===== src/rtl/wb_write_arbiter.sv =====
// Write-back arbiter: merges ALU results and buffered load returns onto
// the register file's single write port, preserving per-register order.
module wb_write_arbiter #(
   parameter int N     = 32,
   parameter int S     = 32,
   parameter int DEPTH = 2
) (
   input  logic                     clk,
   input  logic                     rst,
   input  logic                     alu_valid,
   input  logic [$clog2(S)-1:0]     alu_rd,
   input  logic [N-1:0]             alu_data,
   output logic                     alu_ready,
   input  logic                     mem_valid,
   input  logic [$clog2(S)-1:0]     mem_rd,
   input  logic [N-1:0]             mem_data,
   output logic                     mem_ready,
   output logic [$clog2(S)-1:0]     A3,
   output logic [N-1:0]             WD3,
   output logic                     WE3,
   output logic [S-1:0]             pending,
   output logic [$clog2(DEPTH):0]   fifo_count
);

   localparam int M  = $clog2(S);
   localparam int AW = $clog2(DEPTH);
   localparam int CW = AW + 1;

   logic [M-1:0]  fifo_rd   [DEPTH];
   logic [N-1:0]  fifo_data [DEPTH];
   logic [AW-1:0] wr_ptr;
   logic [AW-1:0] rd_ptr;
   logic [CW-1:0] count;
   logic [DEPTH-1:0] occ;

   logic full;
   logic nonempty;
   logic alu_nz;
   logic push;
   logic pop;
   logic alu_wr;

   assign full       = (count == CW'(DEPTH));
   assign nonempty   = (count != '0);
   assign alu_nz     = (alu_rd != '0);
   assign mem_ready  = !full;
   assign push       = mem_valid && !full && (mem_rd != '0);
   assign fifo_count = count;

   // An entry slot is live when its distance from the head is below count.
   for (genvar i = 0; i < DEPTH; i++) begin : g_occ
      logic [AW-1:0] offs;
      assign offs   = AW'(i) - rd_ptr;
      assign occ[i] = ({1'b0, offs} < count);
   end

   always_comb begin
      pending = '0;
      for (int i = 0; i < DEPTH; i++) begin
         if (occ[i]) pending[fifo_rd[i]] = 1'b1;
      end
   end

   always_comb begin
      alu_ready = 1'b0;
      alu_wr    = 1'b0;
      pop       = 1'b0;
      if (full) begin
         pop = 1'b1;
      end else if (alu_valid && alu_nz && pending[alu_rd]) begin
         pop = nonempty;
      end else if (alu_valid && alu_nz) begin
         alu_ready = 1'b1;
         alu_wr    = 1'b1;
      end else if (alu_valid) begin
         alu_ready = 1'b1;
         pop       = nonempty;
      end else begin
         pop = nonempty;
      end
   end

   always_ff @(posedge clk) begin
      if (push) begin
         fifo_rd[wr_ptr]   <= mem_rd;
         fifo_data[wr_ptr] <= mem_data;
      end
   end

   always_ff @(posedge clk) begin
      if (rst) begin
         wr_ptr <= '0;
         rd_ptr <= '0;
         count  <= '0;
         A3     <= '0;
         WD3    <= '0;
         WE3    <= 1'b0;
      end else begin
         if (push) wr_ptr <= wr_ptr + 1'b1;
         if (pop)  rd_ptr <= rd_ptr + 1'b1;
         count <= count + CW'(push) - CW'(pop);
         if (pop) begin
            A3  <= fifo_rd[rd_ptr];
            WD3 <= fifo_data[rd_ptr];
            WE3 <= 1'b1;
         end else if (alu_wr) begin
            A3  <= alu_rd;
            WD3 <= alu_data;
            WE3 <= 1'b1;
         end else begin
            WE3 <= 1'b0;
         end
      end
   end

endmodule


===== config.mk =====
export PLATFORM = sky130hd
export DESIGN_NAME = wb_write_arbiter
export DESIGN_NICKNAME = d
export VERILOG_FILES = /design/src/rtl/wb_write_arbiter.sv
export SDC_FILE = /design/constraint.sdc
export NUM_CORES = 1
export LEC_CHECK = 0
export ABC_CLOCK_PERIOD_IN_PS = 3800
export CAP_MARGIN = 10
export CORE_ASPECT_RATIO = 1.25
export CORE_MARGIN = 4
export CORE_UTILIZATION = 40
export DETAILED_ROUTE_END_ITERATION = 10
export PLACE_DENSITY = 0.68
export SLEW_MARGIN = 0
export SYNTH_ARGS = -nofsm -noshare
export SYNTH_HDL_FRONTEND = slang
export SYNTH_SLANG_ARGS = --single-unit

===== constraint.sdc =====
create_clock -name clk -period 3.8 [get_ports clk]
set_input_delay 0.95 -clock clk [delete_from_list [all_inputs] [get_ports clk]]
set_output_delay 0.95 -clock clk [all_outputs]
set_load 0.03 [all_outputs]

==> results of run 1 <==
-- path summary, 6_finish.rpt --
kind	from	to	slack [ns]	depth (start not counted)
max	fifo_rd[0][1]	alu_ready	0.1	9
min reg2reg	WD3[2]	WD3[2]	0.53	2
min	WD3[2]	WD3[2]	0.53	2
max reg2reg	fifo_rd[0][1]	fifo_count[1]	0.58	15
-- area by class of cell --
type | instances | area, um2
fill | 1219 | 5660
tap | 178 | 223
timing repair buffer | 225 | 2130
clock buffer | 17 | 425
sequential | 117 | 3090
clock inverter | 15 | 125
inverter | 4 | 15.0
multi-input combinational | 369 | 2860
-- worst min-delay path, cell delays in order (launching register included) --
cell and delay (ns):
dfxtp_1 0.31, a21oi_1 0.12, o31ai_1 0.06
-- report_power, final --
part	total, uW	leakage (uW)	internal, uW	switching (uW)
Combinational	2290	0.00181	947	1340
Clock	1450	0.000264	847	602
Sequential	1830	0.00105	1640	195
Total	5560	0.00312	3430	2140
-- logic make-up (layout without fill, tap and decap cells) --
kind of cell,after synthesis,count (layout),synth area share
compound gates,147,147,0.195
xor+xnor,3,3,0.00439
fa+ha+maj,2,2,0.00418
buf+inv,50,261,0.0408
flops,117,117,0.515
mux,37,37,0.0619
simple gates,179,180,0.178
-- per-stage QoR --
stage | area (um2) | hold WS (ns) | util | setup slack [ns] | power [uW]
detailed placement | 7970 | 0.539 | 0.548 | -0.287 | 3990
global route | 8870 | 0.576 | 0.611 | -0.0313 | 5860
finish | 8870 | 0.534 | 0.611 | 0.0956 | 5560
floorplan | 5990 | 0.521 | - | 0.00692 | 3210
global placement | 7970 | 0.525 | 0.548 | -0.235 | 3960
CTS | 8650 | 0.544 | 0.596 | 0.00474 | 5500
-- metal layers --
layer / routed length [um] / track usage / share of wire
met5: 0 / 0 / 0
met4: 449 / 0.0735 / 0.023
met3: 897 / 0.0490 / 0.046
met2: 10000 / 0.408 / 0.51
met1: 8290 / 0.270 / 0.42
-- placed cells by master, fill, tap and decap left out, drive strengths merged, types with 4 or more instances in the layout --
cell type	n
nand3b	8
clkinv	7
dfxtp	43
clkdlybuf4s50	145
nand3	9
o211ai	9
inv	9
nor3	6
nand4	5
nor3b	4
edfxtp	74
a21oi	44
o221ai	5
nor2	57
or3	4
clkbuf	20
nand2b	6
buf	76
o21ai	7
nand2	23
mux2i	37
o31ai	38
nand4b	36
o22ai	24
nor2b	6
-- what timing repair did --
| action | 4_1_cts | 5_1_grt |
|---|---|---|
| hold buffers | 0 | 0 |
| buffers inserted | 8 | 15 |
| pin swaps | 6 | 11 |
| endpoints found under the setup margin | 1 | 1 |
| resized for setup | 26 | 33 |
| gates cloned | 1 | 0 |
-- state kept, by name (all words and copies together) (netlist names), named ones only --
| register | count |
|---|---|
| WD3 | 32 |
| A3 | 5 |
| wr_ptr | 1 |
| fifo_data | 64 |
| rd_ptr | 1 |
| WE3 | 1 |
| fifo_count | 2 |
| fifo_rd | 10 |
==> metrics.md, run 1 <==
| Metric | Value |
|---|---|
| Outcome | finished clean |
| DRC errors left | 0 |
| Most numerous cell in the Yosys netlist | edfxtp_1 |
| Power Dens Cells | 627 nW/um2 |
| Area growth syn-to-layout | 48.3% |
| Site Rows | 49 |
| Drt via density | ~5.7 |
| Detailed Place HPWL | 14.5 mm |
| Worst path arrival time | between 2 and 3 ns |
| CP bufs+invs | 1 |
| Final wirelength | 19.6 mm |
| Prevailing post-synth register cell | edfxtp_1 |
| Yosys Warn Count | 0 |
| Setup TNS | 0 ns |
| Synth top area share | 0.371 |
| Layout Skew | 0.00842 ns |
| Vias in the first global route | 5358 |
| Share of cells above drive strength 1 | 0.256 |
| Antenna Nets Post-Route | 0 |
| Slew margin rel. | 0.459 |
| Syn Nets | just over 600 |
| Post-Synthesis Cells | 535 |
| Register area share after synthesis | 0.515 |
| Setup violators final | 0 |
| CTS tree | built |
| IO Port Bufs | 151 |
| Worst Hold Class | flop to flop |
| Worst skew pair latency | 0.41 ns |
| Peak Freq | 270 MHz |
| Area contributors post-synth | edfxtp_1, dfxtp_1, o31ai_2 |
| Gr ovfl total | 0 |
| Num ports | 152 |
| Max Slew Vio Count | 0 |
| Die extent in x | 117 um |
| Biggest cell delay along the critical path | between 0.5 and 0.6 ns |
| Leak | 0.00312 uW |
| Clock slew at reported path FFs | 0.06 ns |
| Routed via count | approximately 5300 |
| GPL Wtd Cong | roughly 0.95 |
| MaxCap Viol Count | 0 |
| WL/cell | between 20 and 25 um |
| CP startpoint kind | flop |
| Die ar. | 17000 um2 |
| Peak VDD IR | 532 uV |
| Syn avg cell area | 11.2 um2 |
| Min Tclk post-route | 3.70 ns |
| Post-Layout Cell Count | 925 |
| Async SR Flop Fraction | 0 |
| Tightest Pin Transition | 0.811 ns |
| Worst Path Required | approximately 2.9 ns |
| Final period util | 0.975 |
| Root buffer cell | clkbuf_16 |
| Synth cell count leaders | edfxtp_1, nor2_1, a21oi_1 |
| Core area | about 15000 um2 |
| Crit Path Class | flop to output port |
| Die Y | 145 um |
| Largest net degree at the start of global routing | 77 |
| Synth area leader | edfxtp_1 |
| All-Layer GR Usage | 0.225 |
| DR pass1 iterations | 5 |
| Clock Sinks | 117 |
| Yosys reg bits | 117 |
| Iter 0 DRT Violations | 273 |
| Critical path cell sequence | and2b_2 > o21ai_4 > o22ai_4 > o22ai_1 > or4_4 > a2bb2oi_4 > o21ai_1 > nor2b_2 > buf_6 |
| Post-synth design cell area | 5980 um2 |
| Dpl cells | 869 |
| Max FO, Critical Path | 9 |
| CP top delay family | simple AND/OR/NAND/NOR gates |
| Antenna cells | 0 |
| Starting Density | 0.412 |
| Setup crit end kind | output port |
| Initial antenna violation count | 0 |
| Unrepaired setup endpoints after global routing | true |
| Post-synth EDFFs | 74 |
| Slowest CP cell | or4_4 |
| Clk buf depth | 2 |
| CTS buffer count | 17 |
| # nets final | 814 |
| Distinct cells, synth | 56 |
| First-pass GRT wire length | 29.9 mm |
| H-Tree Depth | 4 |
| Final hold vios | 0 |
No activity file was read; power rests on OpenSTA's default activity.
==> run 2: changes to the inputs <==
--- a/config.mk
+++ b/config.mk
@@ -6,12 +6,11 @@
 export NUM_CORES = 1
 export LEC_CHECK = 0
 export ABC_CLOCK_PERIOD_IN_PS = 3800
-export CAP_MARGIN = 10
 export CORE_ASPECT_RATIO = 1.25
 export CORE_MARGIN = 4
 export CORE_UTILIZATION = 40
 export DETAILED_ROUTE_END_ITERATION = 10
-export PLACE_DENSITY = 0.68
+export PLACE_DENSITY = 0.74
 export SLEW_MARGIN = 0
 export SYNTH_ARGS = -nofsm -noshare
 export SYNTH_HDL_FRONTEND = slang
==> metrics.md, run 2 (synthesis results as in run 1) <==
| Metric | Value |
|---|---|
| Outcome | finished clean |
| Hold wc startpoint | WD3[3] |
| Clock slew at reported path FFs | roughly 0.050 ns |
| Vias in the first global route | 5224 |
| Power Dens Cells | 633 nW/um2 |
| Switching share of power | 0.367 |
| Largest net degree at the start of global routing | 77 |
| Share of cells above drive strength 1 | 0.236 |
| Antenna cells | 0 |
| Crit Path Class | flop to output port |
| CTS buffer count | 17 |
| MaxCap Viol Count | 0 |
| Footprint of the multi-input gates | between 2000 and 3000 um2 |
| Crit path from | fifo_rd[0][2] |
| Fillers | 1188 |
| Unrepaired setup endpoints after global routing | true |
| Commonest non-fill, non-tap cell in the layout | clkdlybuf4s50_1 |
| Worst Path Required | between 2 and 3 ns |
| CTS tree | built |
| Die ar. | between 15000 and 20000 um2 |
| Drt via density | 5.65 |
| Most frequent cells in the layout | clkdlybuf4s50_1, edfxtp_1, buf_4 |
| Biggest cell delay along the critical path | 0.52 ns |
| Final wirelength | 19.2 mm |
| Min Tclk post-route | 3.75 ns |
| Internal power | 3540 uW |
| Core area | around 15000 um2 |
| Setup violators final | 0 |
| Initial antenna violation count | 0 |
| Layout Skew | 0.00678 ns |
| Hold_ws | around 0.54 ns |
| Routed via count | 5194 |
| Die extent in x | around 120 um |
| Clock Sinks | between 100 and 150 |
| Worst skew pair latency | 0.41 ns |
| Worst Hold Class | flop to flop |
| Top Registers | fifo_data: 64 flops, WD3: 32 flops, fifo_rd: 10 flops |
| Reg power frac | 0.333 |
| Clock power frac | 0.270 |
| Final period util | 0.987 |
| Tightest Pin Transition | 1.19 ns |
| Gr ovfl total | 0 |
| Setup crit end kind | output port |
| IO Port Bufs | ~150 |
| Worst path arrival time | 2.80 ns |
| Peak Freq | 267 MHz |
| Iter 0 DRT Violations | roughly 370 |
| First-pass GRT wire length | about 30 mm |
| Largest register FFs | 64 |
| DR pass1 iterations | 5 |
| DRC errors left | 0 |
| WL/cell | 20.9 um |
| Peak VDD IR | 432 uV |
| Total power | 5580 uW |
| All-Layer GR Usage | 0.221 |
| Slew margin rel. | 0.205 |
| Die Y | 145 um |
| # nets final | roughly 810 |
| NetSw | 2050 uW |
| Site Rows | 49 |
| Leak | 0.00309 uW |
| H-Tree Depth | 4 |
| Root buffer cell | clkbuf_16 |
| GPL Wtd Cong | between 0.9 and 1 |
| Max Slew Vio Count | 0 |
| Detailed Place HPWL | ~14 mm |
| Critical path cell sequence | buf_4 > or3b_4 > o22ai_2 > o22ai_1 > or4_4 > a2bb2oi_4 > o21ai_0 > nor2b_2 > buf_6 |
| Worst reg2reg startpoint | fifo_rd[0][2] |
| Final hold vios | 0 |
| Comb power frac | 0.397 |
| Storage cell area | between 3000 and 4000 um2 |
| Most flops, register | fifo_data |
| Clk buf depth | 2 |
| CP startpoint kind | flop |
| Max FO, Critical Path | 8 |
| Antenna Nets Post-Route | 0 |
| Slowest CP cell | or4_4 |
| Area growth syn-to-layout | 47.3% |
| Starting Density | 0.412 |
| Num ports | 152 |
## run 2: cell count changes in the layout (fill, tap and decap cells not counted), sizes merged, moves of 2 or more
cell           change
buf                -5
clkdlybuf4s15      +3
inv                -5
bufinv             +2
clkbuf             +2
## run 2: cell type report
class | instances | share of cell area
clock buffer | 21 | 0.0511
clock inverter | 11 | 0.0126
inverter | 4 | 0.00170
multi-input combinational | 368 | 0.320
sequential | 117 | 0.351
tap | 178 | 0.0253
timing repair buffer | 220 | 0.238
## run 2: path summary, 6_finish.rpt
path | end | slack, ns | depth (start not counted)
setup / recovery | alu_ready | 0.05 | 9
hold / removal | WD3[3] | 0.54 | 2
setup reg to reg | fifo_count[1] | 0.46 | 16
hold reg to reg | WD3[3] | 0.54 | 2
## run 2: worst max-delay path: cells and delay by family, from the launching register on
kind                   cells  cell delay (ns)
AND/OR/NAND/NOR            3             1.12
flip-flops                 1             0.39
AO/OA/AOI/OAI              4             0.59
buffers and inverters      2             0.31
## run 2: per-layer routing
metal,vias to the layer above,track usage,part of all wire
met4,0,0.0840,0.027
met5,-,0,0
met2,186,0.399,0.52
li1,2466,-,-
met1,2503,0.262,0.40
met3,39,0.0435,0.049
## run 2: repair_timing
action                                  in CTS  in global routing
pin swaps                                    4                  7
buffers inserted                             7                 14
resized for setup                           27                 22
hold buffers                                 0                  0
endpoints found under the setup margin       1                  1
cloned                                       0                  0
## run 2: stage by stage
step / TNS (ns) / util / area, um2 / instances / worst slack, ns
6_report: 0 / 0.607 / 8820 / 919 / 0.0484
3_3_place_gp: -0.665 / 0.547 / 7940 / 866 / -0.300
3_5_place_dp: -3.22 / 0.547 / 7940 / 866 / -0.340
4_1_cts: 0 / 0.594 / 8640 / 905 / 0.00478
2_1_floorplan: 0 / - / 5990 / 535 / 0.00692
5_1_grt: -0.0552 / 0.607 / 8820 / 919 / -0.0552
## run 2: power groups by stage
stage                     Combinational [uW]  Clock, uW  Sequential (uW)
after floorplan                         1210          0             1990
after global placement                  2090          0             1880
after detailed placement                2120          0             1890
after CTS                               2160       1530             1870
after global routing                    2390       1600             1890
final                                   2220       1510             1860
==> patch 1 (settings of run 2) <==
Change the parameter `S` from 32 to 16.
--- a/src/rtl/wb_write_arbiter.sv
+++ b/src/rtl/wb_write_arbiter.sv
@@ -3,5 +3,5 @@
 module wb_write_arbiter #(
    parameter int N     = 32,
-   parameter int S     = 32,
+   parameter int S     = 16,
    parameter int DEPTH = 2
 ) (
Ports: changed (resized A3, alu_rd, mem_rd and pending); port bits go from 152 to 133. No check against the original RTL was run, so the function may have changed too.
==> patch 1 against run 2 <==
- via count down 14%
- wire length down 22%
- area after synthesis down 6.9%
- clock power up 16%
- setup slack better by 0.038 ns
- register-to-register slack better by 0.11 ns
- fmax up 1.0%
- first-iteration DRC count down 42%
- cell area down 12%
- sequential cell count down 3
- total power down 5.0%
- critical endpoint unchanged
- largest power group is now sequential cells
- highest routed layer unchanged
==> patch 1: results (changes against run 2) <==
- Status: completed (unchanged)
- Critical path data arrival time: 2.76 ns (was 2.80 ns)
- Drt first pass iters: 6 (was 5)
- Hold path cells: 2 (unchanged)
- Hold Startpoint: WD3[0] (was WD3[3])
- Largest net degree at the start of global routing: 79 (was 77)
- Ant diodes: 0 (unchanged)
- Worst Skew: 0.01866 ns (was 0.006776 ns)
- Synth top cells by count: edfxtp_1 (72), nor2_1 (49), a21oi_1 (43), nor2b_1 (43), dfxtp_1 (42) (was edfxtp_1 (74), nor2_1 (56), a21oi_1 (44))
- R2R depth: 14 (was 16)
- Ranking of synthesized cells by area: edfxtp_1 (39%), dfxtp_1 (15%), o31ai_2 (6.5%), mux2i_1 (6.5%), nor2b_1 (4.8%) (was edfxtp_1 (37%), dfxtp_1 (14%), o31ai_2 (6.3%), mux2i_1 (6.2%), nand4b_1 (5.3%))
- Synth warnings: 0 (unchanged)
- Hold endpoint: WD3[0] (was WD3[3])
- R2r setup slk: 0.57 ns (was 0.46 ns)
- Routed met3 length: 632 um (was 951 um)
- First-pass GRT wire length: 23810 um (was 29230 um)
- Wl on met1: 6057 um (was 7767 um)
- R2R Path Start: fifo_count[1] (was fifo_rd[0][2])
- GPL Wtd Cong: 0.8803 (was 0.9577)
- Vias per inst: 5.485 (was 5.652)
- Crit Reg-Reg Endpoint: fifo_count[1] (unchanged)
- Fillers: 1160 (was 1188)
- Met2 GRT Util: 32.89% (was 39.92%)
- Top sig layer: met4 (unchanged)
- Num CTS Buffers: 17 (unchanged)
- Ys async rst share: 0% (unchanged)
- Total GRT Usage: 18.99% (was 22.06%)
- Detailed Route Iter0 Violations: 211 (was 365)
- Clock Tree Buf Depth: 2 (unchanged)
- DP HPWL: 10380 um (was 14230 um)
- Met1 GRT Util: 22.26% (was 26.23%)
- Busiest layer in global routing: met2 (unchanged)
- Port bufs: 132 (was 151)
- Nets: 707 (was 808)
- Mapped Nets: 578 (was 615)
- P_leak: 2.724 nW (was 3.087 nW)
- Seq/Total Area, Yosys: 53.91% (was 51.52%)
- Met3 Resource Use GR: 3.926% (was 4.355%)
- Clk Latency, worst-skew pair: 0.41 ns (about the same)
- Sw Pwr: 1.819 mW (was 2.049 mW)
- Hold slack: 0.5341 ns (was 0.5387 ns)
- Min-delay worst type: register to register (unchanged)
- Root Buffer: clkbuf_16 (unchanged)
- Met2 routed WL: 7816 um (was 9989 um)
- Regs by FF count: fifo_data x64, WD3 x32, fifo_rd x8 (was fifo_data x64, WD3 x32, fifo_rd x10)
- H-tree Lvls: 4 (unchanged)
- Slew @ Worst Pin: 0.9460 ns (was 1.193 ns)
- Clk slew on worst S/H paths: 0.05 ns (about the same)
- Post-synth EDFFs: 72 (was 74)
- Share of layout cells above drive strength 1: 15.26% (was 23.62%)
- Peak supply drop: 0.4229 mV (was 0.4315 mV)
- CP Max Fanout: 4 (was 8)
- Vias in the first global route: 4606 (was 5224)
- Final wirelength: 14980 um (was 19230 um)
- Post-synth cell types: 47 (was 56)
## patch 1: cell types whose count changed in the layout (fill, tap and decap cells not counted), moves of 9 or more
cell,run 2,this run
nor2b_1,2,43
buf_4,60,22
nand4_1,5,40
nand4b_1,36,4
clkdlybuf4s50_1,145,128
o22ai_1,17,8
## patch 1: what timing repair did
action / in CTS / in global routing
setup buffers: 1 / 0
resized for setup: 2 / 3
gates cloned: 0 / 0
endpoints found under the setup margin: 1 / 1
pin swaps: 2 / 1
## patch 1: critical path, cell delays in order
cell	delay [ns]
clkdlybuf4s50_1	0.55
nor2b_1	0.12
nand2_1	0.08
a21oi_1	0.05
nor4_2	0.31
and3_4	0.25
nand2_1	0.07
a21oi_2	0.18
buf_4	0.19
## patch 1: logic make-up (layout without fill, tap and decap cells)
kind of cell    Yosys count  after routing  share of synthesized area (%)
fa+ha+maj                 2              2                         0.4492
mux                      37             37                          6.873
compound gates          114            114                          16.35
buf+inv                  50            192                          4.200
flops                   114            114                          53.91
xor+xnor                  3              3                         0.4718
simple gates            180            180                          17.74
## patch 1: how the worst max path moves through the flow
stage	startpoint	end	slack, ns	cells past startpoint
3_3_place_gp	alu_rd[0]	alu_ready	-0.07	9
4_1_cts	alu_rd[2]	alu_ready	0.03	9
2_1_floorplan	alu_rd[0]	alu_ready	0.22	9
5_1_grt	alu_rd[2]	alu_ready	-0.003	9
3_5_place_dp	alu_rd[0]	alu_ready	-0.10	9
6_report	alu_rd[3]	alu_ready	0.09	9
## patch 1: metrics by stage
step / TNS (ns) / instances / setup slack [ns] / utilization (%) / instance area, um2
floorplan: 0 / 500 / 0.2160 / - / 5570
detailed placement: -0.1535 / 780 / -0.1003 / 52.66 / 7092
CTS: 0 / 813 / 0.03077 / 57.56 / 7751
global route: -0.002888 / 813 / -0.002888 / 57.67 / 7766
finish: 0 / 813 / 0.08676 / 57.67 / 7766
global placement: -0.08053 / 780 / -0.07221 / 52.66 / 7092
## patch 1: cell type report
| type | instances | area (um2) | share of cell area [%] |
|---|---|---|---|
| sequential | 114 | 3004 | 38.68 |
| multi-input combinational | 336 | 2384 | 30.69 |
| timing repair buffer | 153 | 1484 | 19.11 |
| clock buffer | 18 | 429.2 | 5.526 |
| clock inverter | 14 | 225.2 | 2.900 |
| tap | 171 | 214.0 | 2.755 |
| inverter | 7 | 26.28 | 0.3383 |
## patch 1: power groups by stage
stage | sequential [mW] | combinational (mW) | clock (mW)
floorplan | 2.01 | 0.921 | 0
global placement | 1.81 | 1.74 | 0
detailed placement | 1.82 | 1.77 | 0
CTS | 1.80 | 1.78 | 1.78
global route | 1.83 | 1.90 | 1.84
finish | 1.80 | 1.76 | 1.75
==> patch 2 (flow settings as in run 2) <==
Made on the original files. Reset style: asynchronous (`rst`), changed in one clocked block.
--- a/src/rtl/wb_write_arbiter.sv
+++ b/src/rtl/wb_write_arbiter.sv
@@ -88,5 +88,5 @@
    end
 
-   always_ff @(posedge clk) begin
+   always_ff @(posedge clk or posedge rst) begin
       if (rst) begin
          wr_ptr <= '0;
Check against the original RTL: differs if rst is asserted again (counterexample within 4 cycles, from zero or initial values and one cycle with rst high); with rst held inactive, the same outputs for 4 cycles.
==> patch 2 against run 2 <==
- worst hold slack better by 0.013 ns
- setup slack gained 0.063 ns
- count of clock-buffer cells in the layout is 1 lower
- die area grew 5.1%
- total power up 22%
- area after synthesis grew 5.4%
- wire length shrank 5.5%
- utilization decreased by 3.8 points
- cell area rose by 0.11%
- synthesized cell count down 3.7%
- sequential cell count shrank 1
- sequential share of layout area is 2.1 points higher
==> patch 2: results (changes against run 2) <==
- Post-synth cell types: 48 (was 56)
- Final wirelength: 18180 um (was 19230 um)
- Number of clock buffers in the layout: 20 (was 21)
- GPL Wtd Cong: 0.9373 (was 0.9577)
- Vias per inst: 5.633 (was 5.652)
- Drt first pass iters: 4 (was 5)
- Clock network area share: 6.450% (was 6.372%)
- Logic pwr share: 48.0% (was 39.7%)
- Non-CTS buffers: 187 (was 220)
- Crit path from: alu_rd[0] (was fifo_rd[0][2])
- R2R Path Start: rd_ptr (was fifo_rd[0][2])
- Synth top cells by count: edfxtp_1 (74), mux2i_1 (72), nor2_1 (56) (was edfxtp_1 (74), nor2_1 (56), a21oi_1 (44))
- Sw Pwr: 2.642 mW (was 2.049 mW)
- R2R depth: 13 (was 16)
- Peak supply drop: 0.4431 mV (was 0.4315 mV)
- Cell count after synthesis: 515 (was 535)
- Area share of fa/ha/maj cells after synthesis: 0.3967% (was 0.4181%)
- Design Power: 6.816 mW (was 5.585 mW)
- R2r setup slk: 0.39 ns (was 0.46 ns)
- Placed cell areas: 8140 um2 (was 7943 um2)
- Synth Register Bits: 116 (was 117)
- Wl on met1: 7037 um (was 7767 um)
- Seq/Total Area, Yosys: 51.89% (was 51.52%)
- # rows: 51 (was 49)
- Dpl cells: 862 (was 866)
- Crit Reg-Reg Endpoint: WD3[19] (was fifo_count[1])
- Ranking of synthesized cells by area: edfxtp_1 (35%), dfrtp_1 (17%), mux2i_1 (11%), mux2_2 (6.6%), a221oi_1 (4.6%) (was edfxtp_1 (37%), dfxtp_1 (14%), o31ai_2 (6.3%), mux2i_1 (6.2%), nand4b_1 (5.3%))
- Total GRT Usage: 20.29% (was 22.06%)
- Met2 routed WL: 9772 um (was 9989 um)
- Ys async rst share: 36.21% (was 0%)
- Critical path data arrival time: 2.74 ns (was 2.80 ns)
- Worst Skew: 0.01415 ns (was 0.006776 ns)
- NonClk Buf Share: 20.87% (was 23.83%)
- Fillers: 1292 (was 1188)
- CP Max Fanout: 11 (was 8)
- Met2 GRT Util: 36.91% (was 39.92%)
- Detailed Route Iter0 Violations: 393 (was 365)
- First-pass GRT wire length: 28500 um (was 29230 um)
- Status: completed (unchanged)
- Inverters: 9 (was 4)
- Largest net degree at the start of global routing: 48 (was 77)
- Met3 Resource Use GR: 4.983% (was 4.355%)
- Multi-input gates: 345 (was 368)
- Final Instance Area: 8826 um2 (was 8816 um2)
- Vias in the first global route: 5398 (was 5224)
- Pre-CTS WS: -0.07957 ns (was -0.3403 ns)
-- patch 2: how the worst min path moves through the flow --
| stage | startpoint | to | slack, ns | depth (start not counted) |
|---|---|---|---|---|
| detailed placement | wr_ptr | wr_ptr | 0.54 | 1 |
| global route | wr_ptr | wr_ptr | 0.58 | 1 |
| CTS | wr_ptr | wr_ptr | 0.55 | 1 |
| finish | wr_ptr | wr_ptr | 0.55 | 1 |
| floorplan | wr_ptr | wr_ptr | 0.47 | 1 |
| global placement | wr_ptr | wr_ptr | 0.53 | 1 |
-- patch 2: critical path: stages --
cell and delay [ns]:
clkdlybuf4s50_1 0.48, buf_4 0.20, o221ai_1 0.14, o2111ai_1 0.17
nand4_1 0.18, nor3_4 0.20, nor2_1 0.08, a21oi_1 0.15
buf_4 0.18
-- patch 2: what timing repair did --
item                       in CTS  in global routing
setup buffers                   0                  7
pin swaps                       0                  8
gates resized for setup         4                 10
setup endpoints to repair       1                  1
